### config.mk
export PLATFORM = sky130hd
export DESIGN_NAME = prv_trap_sequencer
export DESIGN_NICKNAME = d
export VERILOG_FILES = /design/src/rtl/prv_trap_sequencer.sv
export SDC_FILE = /design/constraint.sdc
export NUM_CORES = 1
export LEC_CHECK = 0
export ABC_AREA = 1
export CORE_AREA = 4 4 193 195
export CTS_CLUSTER_DIAMETER = 80
export DETAILED_ROUTE_END_ITERATION = 10
export DIE_AREA = 0 0 197 199
export GPL_ROUTABILITY_DRIVEN = 0
export PLACE_DENSITY = 0.45
export SYNTH_ARGS = -nofsm -noshare
export SYNTH_HDL_FRONTEND = slang
export SYNTH_SLANG_ARGS = --single-unit
export TNS_END_PERCENT = 10
### constraint.sdc
create_clock -name CLK -period 7.5 [get_ports CLK]
set_clock_uncertainty 0.05 [all_clocks]
set_input_delay 1.125 -clock CLK [delete_from_list [all_inputs] [get_ports CLK]]
set_output_delay 1.125 -clock CLK [all_outputs]
set_load 0.02 [all_outputs]
### src/rtl/prv_trap_sequencer.sv
// rtl/prv_trap_sequencer.sv - trap/return sequencer: prioritise, drain pipeline, redirect pc
// Optional vectored interrupt dispatch when PRV_TRAP_VECTORED_EN is defined.
module prv_trap_sequencer #(
  parameter int NUM_EXC       = 16,
  parameter int NUM_INT       = 12,
  parameter int XLEN          = 32,
  parameter int DRAIN_TIMEOUT = 64
) (
  input  logic                 CLK,
  input  logic                 RST,
  input  logic [NUM_EXC-1:0]   exc_vec,
  input  logic [XLEN-1:0]      exc_epc,
  input  logic [XLEN-1:0]      exc_tval,
  input  logic [NUM_INT-1:0]   int_pending,
  input  logic [NUM_INT-1:0]   int_enable,
  input  logic                 global_ie,
  input  logic [XLEN-1:0]      next_pc,
  input  logic                 mret,
  input  logic                 sret,
  input  logic [1:0]           target_lvl,
  input  logic [3:0][XLEN-1:0] xtvec,
  input  logic [3:0][XLEN-1:0] xepc_r,
  input  logic                 pipe_clear,
  output logic                 intr,
  output logic                 insert_pc,
  output logic [XLEN-1:0]      priv_pc,
  output logic                 trap_valid,
  output logic                 trap_is_int,
  output logic [4:0]           trap_cause,
  output logic [XLEN-1:0]      trap_epc,
  output logic [XLEN-1:0]      trap_tval,
  output logic                 ret_valid,
  output logic                 drain_timeout,
  output logic                 busy
);

  localparam int CNT_W = $clog2(DRAIN_TIMEOUT) + 1;
  localparam logic [CNT_W-1:0] CNT_LAST = CNT_W'(DRAIN_TIMEOUT - 1);

  typedef enum logic [1:0] {IDLE, DRAIN, INSERT} state_t;

  state_t             state, state_n;
  logic [CNT_W-1:0]   cnt;
  logic               ret_flag;
  logic               timeout_hit;
  logic               exc_hit, int_hit;
  logic [4:0]         exc_code, int_code;
  logic [NUM_INT-1:0] int_req;
  logic [XLEN-1:0]    tvec_base, trap_target;

  // Lowest index wins: scan downward so the last match is the smallest.
  always_comb begin
    exc_hit  = |exc_vec;
    exc_code = '0;
    for (int i = NUM_EXC - 1; i >= 0; i--)
      if (exc_vec[i]) exc_code = 5'(i);
    int_req  = int_pending & int_enable;
    int_hit  = global_ie & (|int_req);
    int_code = '0;
    for (int i = NUM_INT - 1; i >= 0; i--)
      if (int_req[i]) int_code = 5'(i);
  end

  always_comb begin
    tvec_base = {xtvec[target_lvl][XLEN-1:2], 2'b00};
`ifdef PRV_TRAP_VECTORED_EN
    if (trap_is_int && (xtvec[target_lvl][1:0] == 2'b01))
      trap_target = tvec_base + (XLEN'(trap_cause) << 2);
    else
      trap_target = tvec_base;
`else
    trap_target = tvec_base;
`endif
  end

  always_ff @(posedge CLK or posedge RST) begin
    if (RST) state <= IDLE;
    else     state <= state_n;
  end

  always_comb begin
    state_n     = state;
    intr        = 1'b0;
    insert_pc   = 1'b0;
    trap_valid  = 1'b0;
    ret_valid   = 1'b0;
    priv_pc     = '0;
    timeout_hit = 1'b0;
    busy        = (state != IDLE);
    case (state)
      IDLE: begin
        if (exc_hit || int_hit || mret || sret) state_n = DRAIN;
      end
      DRAIN: begin
        intr = 1'b1;
        if (pipe_clear) begin
          state_n = INSERT;
        end else if (cnt == CNT_LAST) begin
          state_n     = INSERT;
          timeout_hit = 1'b1;
        end
      end
      INSERT: begin
        insert_pc = 1'b1;
        state_n   = IDLE;
        if (ret_flag) begin
          ret_valid = 1'b1;
          priv_pc   = xepc_r[target_lvl];
        end else begin
          trap_valid = 1'b1;
          priv_pc    = trap_target;
        end
      end
      default: state_n = IDLE;
    endcase
  end

  // Cause/epc/tval persist across returns; only a new trap overwrites them.
  always_ff @(posedge CLK or posedge RST) begin
    if (RST) begin
      cnt           <= '0;
      ret_flag      <= 1'b0;
      drain_timeout <= 1'b0;
      trap_is_int   <= 1'b0;
      trap_cause    <= '0;
      trap_epc      <= '0;
      trap_tval     <= '0;
    end else begin
      cnt <= (state == DRAIN) ? cnt + CNT_W'(1) : '0;
      if (timeout_hit) drain_timeout <= 1'b1;
      if (state == IDLE) begin
        if (exc_hit) begin
          ret_flag    <= 1'b0;
          trap_is_int <= 1'b0;
          trap_cause  <= exc_code;
          trap_epc    <= exc_epc;
          trap_tval   <= exc_tval;
        end else if (int_hit) begin
          ret_flag    <= 1'b0;
          trap_is_int <= 1'b1;
          trap_cause  <= int_code;
          trap_epc    <= next_pc;
          trap_tval   <= '0;
        end else if (mret || sret) begin
          ret_flag <= 1'b1;
        end
      end
    end
  end

endmodule

==> reports/qor.csv, run 1 <==
metric;value;unit
Worst-path clk slew;0.06;ns
fillers;3822;
num rows;69;
DR WL/cell;19.5;um
CP max stage delay;0.77;ns
CP endpoint kind;output port;
CP max FO;67;
Most Frequent Cell on Critical Path;buf_4;
hold depth;1;
via count;7513;
total grt overflow;0;
GRT Total Usage;0.159;
CTS Buf Count;9;
Post-CTS Setup Bufs;0;
delay-heaviest family, CP;buffers and inverters;
CTS sink cnt;80;
Die W;197;um
HPWL Detailed;25.9;mm
Final min period;5.43;ns
status;completed;
area share of the largest cell type after synthesis;0.359;
dpl ws;2.06;ns
Synth area leader;dfrtp_1;
hold slack final;0.416;ns
MaxCap Viol Count;0;
Initial DRT Pass Iterations;4;
f_max;0.184;GHz
Worst Path Buf+Inv;4;
final worst-path cycle share;0.724;
IO Port Bufs;498;
RSZ-0062 raised after global routing;no;
Hold Path Origin;cnt[0];
most frequent cells in the layout;clkdlybuf4s50_1, nor2_1, o21ai_0;
Post-CTS Hold Buffers;0;
first-pass GRT wire length;47.6;mm
Starting Density;0.157;
Syn-to-layout area delta;101;%
Hold EP;cnt[0];
Leakage Power;0.00439;uW
H-tree depth;3;
vias in the first global route;7550;
syn_area_per_cell;6.95;um^2
Crit Path Category;input port to output port;
commonest non-fill, non-tap cell in the layout;clkdlybuf4s50_1;
Critical Path AT;4.25;ns
critical-path cell list;buf_4 > clkinv_2 > buf_4 > o21ai_0 > o22ai_1 > a22o_1 > clkdlybuf4s50_1;
Synth cell types;32;
Final nets;1653;
Crit-path slowest cell;clkinv_2;
Syn Inst Count;802;
die area;39200;um^2
final hold violations;0;
ranking of synthesized cells by area;dfrtp_1, nor2_1, o21ai_0, a22o_1, nand2_1;
CTS tree;yes;
worst skew pair latency;0.34;ns
PD cells;244;nW/um^2
total power;2730;uW
initial antenna violation count;4;
R2R Path Start;state[1];
Worst Hold Class;flip-flop to flip-flop;
share of post-route cells with drive strength above 1;0.0295;
Max VDD drop;0.155;mV
reg2reg end;trap_epc[4];
setup_tns;0;ns
setup slack, reg-to-reg;5.41;ns
Mapped Nets;1203;
Slew headroom;0.268;
fin worst setup slack;2.07;ns
Worst Path Required;6.32;ns
CTS max path bufs;2;
post-synthesis instance area;5570;um^2
drt total wl;33.5;mm
Core ar.;35400;um^2
vias per cell;4.37;
Final Max Tran Viols;0;
YS warnings;0;
Initial DRC Count;199;
Worst R2R Path Depth;5;
Synth Register Bits;80;
sequential area share after synthesis;0.359;
I/O pin count;508;
post-route ant nets;0;
Die Ht;199;um
drc violations;0;
startpoint types;input port;
largest net degree at the start of global routing;73;
final setup fails;0;
# resized after CTS;0;
Root Buffer Master;clkbuf_16;
worst-margin pin slew;1.09;ns
synth_stat cells:
cell       count
inv_1         28
clkbuf_1      45
a31o_2         1
nor2_1       184
nor3_1         1
o2111ai_1      1
a22o_1        62
a21oi_1       12
buf_2         12
nand3_1       12
nand2_1      115
o22ai_1       60
dfrtp_1       80
buf_4          6
nor2_4         1
a31oi_1       35
buf_1          2
inv_4          1
nand2_4        2
o31ai_1        2
buf_6          1
o21ai_0      129
inv_2          1
ha_1           1
and3_1         1
nor3_2         1
nand4_1        1
or2_1          1
nand2_2        1
clkinv_2       1
nand3b_1       1
conb_1         1
area by class of cell:
type	count	area, um^2	area share
multi-input cells	625	3170	0.284
clock inverters	4	28.8	0.00257
clock buffers	11	243	0.0217
repair buffers	505	5030	0.450
flip-flops and latches	80	2000	0.179
inverters	31	123	0.0110
well taps	461	577	0.0516
diodes	3	7.51	0.000671
stage by stage:
stage           util  instances  instance area, um^2
3_5_place_dp   0.308       1702                10900
6_report       0.316       1720                11200
4_1_cts        0.316       1717                11200
2_1_floorplan      -        802                 5570
5_1_grt        0.316       1720                11200
3_3_place_gp   0.308       1702                10900
how the worst max path moves through the flow:
stage / start / to / slack (ns) / depth (start not counted)
floorplan: target_lvl[0] / priv_pc[0] / 3.93 / 7
global placement: target_lvl[0] / priv_pc[30] / 2.04 / 7
detailed placement: target_lvl[0] / priv_pc[27] / 2.06 / 7
CTS: target_lvl[0] / priv_pc[27] / 2.06 / 7
global route: target_lvl[0] / priv_pc[29] / 1.83 / 7
finish: target_lvl[0] / priv_pc[27] / 2.07 / 7
sequential cells by signal, summed over array words and instances (netlist names):
| name | flops |
|---|---|
| cnt | 7 |
| trap_epc | 32 |
| state | 2 |
| trap_tval | 32 |
| trap_is_int | 1 |
| ret_flag | 1 |
| trap_cause | 4 |
| drain_timeout | 1 |
cell families (layout without fill, tap and decap cells):
group	after synthesis	after routing	share of synthesized area
and+or+nand+nor	321	321	0.227
AOI/OAI and AO/OA	302	302	0.337
buffers and inverters	97	551	0.0741
adders and majority gates	1	1	0.00225
other	1	4	0.000673
DFF	80	80	0.359
report_power, final:
part           internal [uW]  switching, uW  leakage, uW  total [uW]
sequential               628            110     0.000953         738
clock                    233            190     0.000128         423
combinational            755            812      0.00331        1570
layer usage:
layer / global-route usage / vias to the layer above / wire [um]
li1: - / 3703 / -
met1: 0.179 / 3426 / 12700
met2: 0.284 / 353 / 16700
met3: 0.0578 / 29 / 3410
met4: 0.0413 / 2 / 653
met5: 0 / - / 12
Power figures use the tool's default switching activity.
==> run 2, diff against run 1 <==
Settings changed: CORE_AREA 4 4 193 195 to 4 4 194 196, DIE_AREA 0 0 197 199 to 0 0 198 200, PLACE_DENSITY 0.45 to 0.44.
Clock period 7.5 ns to 5.4 ns, I/O delays scaled along.
==> reports/qor.csv, run 2 (synthesis results as in run 1) <==
metric;value;unit;change
Worst Hold Class;flip-flop to flip-flop;;unchanged
wl on met1;12.8;mm;was 12.7 mm
CP endpoint kind;output port;;unchanged
R2R Path Start;state[1];;unchanged
PD cells;345;nW/um^2;was 244 nW/um^2
Net Sw Frac;0.400;;was 0.408
first-pass GRT wire length;47.6;mm;about the same
total grt overflow;0;;unchanged
Critical Path AT;2.93;ns;was 4.25 ns
largest registers;trap_epc (32), trap_tval (32), cnt (7);;unchanged
fin worst setup slack;1.61;ns;was 2.07 ns
Combinational Power Share;0.559;;was 0.575
net switching power;1560;uW;was 1110 uW
fillers;3885;;was 3822
share of post-route cells with drive strength above 1;0.0348;;was 0.0295
CTS sink cnt;80;;unchanged
Root Buffer Master;clkbuf_16;;unchanged
Worst Path Required;4.54;ns;was 6.32 ns
CP max FO;42;;was 67
via count;7487;;was 7513
H-tree depth;3;;unchanged
dpl ws;1.46;ns;was 2.06 ns
drt total wl;33.6;mm;was 33.5 mm
CP max stage delay;0.62;ns;was 0.77 ns
register area;2000;um^2;unchanged
vias per cell;4.31;;was 4.37
DR WL/cell;19.3;um;was 19.5 um
setup slack, reg-to-reg;3.20;ns;was 5.41 ns
GRT Total Usage;0.158;;was 0.159
status;completed;;unchanged
RSZ-0062 raised after global routing;no;;unchanged
DP Area;11000;um^2;was 10900 um^2
Crit Path Category;input port to output port;;unchanged
critical-path cell list;buf_4 > clkinv_2 > buf_12 > o21ai_0 > o22ai_1 > a22o_1 > clkdlybuf4s50_1;;was buf_4 > clkinv_2 > buf_4 > o21ai_0 > o22ai_1 > a22o_1 > clkdlybuf4s50_1
Clock Power Share;0.179;;was 0.155
initial antenna violation count;6;;was 4
final hold violations;0;;unchanged
final setup fails;0;;unchanged
Post-CTS Hold Buffers;0;;unchanged
drc violations;0;;unchanged
CTS max path bufs;2;;unchanged
Final Max Tran Viols;0;;unchanged
Hold Path Origin;cnt[0];;unchanged
Final nets;1659;;was 1653
IO Port Bufs;498;;unchanged
commonest non-fill, non-tap cell in the layout;clkdlybuf4s50_1;;unchanged
met3 WL;3.48;mm;was 3.41 mm
Die Ht;200;um;was 199 um
worst skew pair latency;0.34;ns;about the same
Slew headroom;0.296;;was 0.268
reg2reg end;trap_epc[20];;was trap_epc[4]
num rows;70;;was 69
hold depth;1;;unchanged
most frequent cells in the layout;clkdlybuf4s50_1, nor2_1, o21ai_0;;unchanged
Max VDD drop;0.164;mV;was 0.155 mV
worst-margin pin slew;1.05;ns;was 1.09 ns
Worst-path clk slew;0.06;ns;about the same
Die W;198;um;was 197 um
Final min period;3.79;ns;
Worst R2R Path Depth;5;;unchanged
CTS Buf Count;9;;unchanged
startpoint types;input port;;unchanged
die area;39600;um^2;was 39200 um^2
Hold EP;cnt[0];;unchanged
# resized after CTS;0;;unchanged
Post-CTS Setup Bufs;0;;unchanged
Reg power frac;0.262;;was 0.271
CTS tree;yes;;unchanged
Crit-path slowest cell;clkdlybuf4s50_1;;was clkinv_2
Initial DRT Pass Iterations;4;;unchanged
Syn-to-layout area delta;104;%;was 101%
MaxCap Viol Count;0;;unchanged
Leakage Power;0.00447;uW;was 0.00439 uW
Power Internal;2350;uW;was 1620 uW
final design utilization;0.314;;was 0.316
DR top layer;met5;;unchanged
hold slack final;0.416;ns;about the same
vias in the first global route;7579;;was 7550
HPWL Detailed;26.1;mm;was 25.9 mm
Finished Cell Area;11300;um^2;was 11200 um^2
I/O pin count;508;;unchanged
Core ar.;36100;um^2;was 35400 um^2
Initial DRC Count;210;;was 199
Starting Density;0.154;;was 0.157
largest net degree at the start of global routing;125;;was 73
f_max;0.264;GHz;
wire length on met2;16.8;mm;was 16.7 mm
area of the multi-input gates;3180;um^2;was 3170 um^2
final worst-path cycle share;0.701;;
setup_tns;0;ns;unchanged
post-route ant nets;0;;unchanged
-- run 2: worst max-delay path: cells and delay by family --
kind | cells | cell delay [ns]
buffers and inverters | 4 | 1.60
AO/OA/AOI/OAI | 3 | 0.48
-- run 2: worst max path at each step --
stage                   from     endpoint  slack [ns]  depth (start not counted)
2_1_floorplan  target_lvl[0]   priv_pc[0]        2.46                          7
3_3_place_gp   target_lvl[1]  priv_pc[29]        1.46                          6
3_5_place_dp   target_lvl[1]  priv_pc[29]        1.46                          6
4_1_cts        target_lvl[1]  priv_pc[29]        1.44                          6
5_1_grt        target_lvl[0]   priv_pc[4]        1.42                          7
6_report       target_lvl[0]  priv_pc[28]        1.61                          7
-- run 2: final cells by class --
cell class,instances,area share
inverter,31,0.0108
multi-input combinational,625,0.280
clock inverter,5,0.00772
clock buffer,11,0.0214
antenna,5,0.00110
tap,468,0.0516
timing repair buffer,511,0.451
sequential,80,0.176
-- run 2: routing by layer --
layer	global-route usage	up-vias
met2	0.287	321
li1	-	3722
met5	0	-
met4	0.0449	2
met1	0.172	3419
met3	0.0591	23
-- run 2: power by group through the flow --
stage               registers [uW]  clock network, uW  logic, uW
finish                        1020                699       2190
global route                  1060                750       2360
CTS                           1030                725       2230
detailed placement            1030                  0       2220
global placement              1030                  0       2220
floorplan                     1330                  0        766
-- run 2: through the flow --
step,std cells,total power [uW]
final,1736,3910
after detailed placement,1715,3250
after floorplan,802,2090
after CTS,1731,3980
after global placement,1715,3250
after global routing,1736,4170
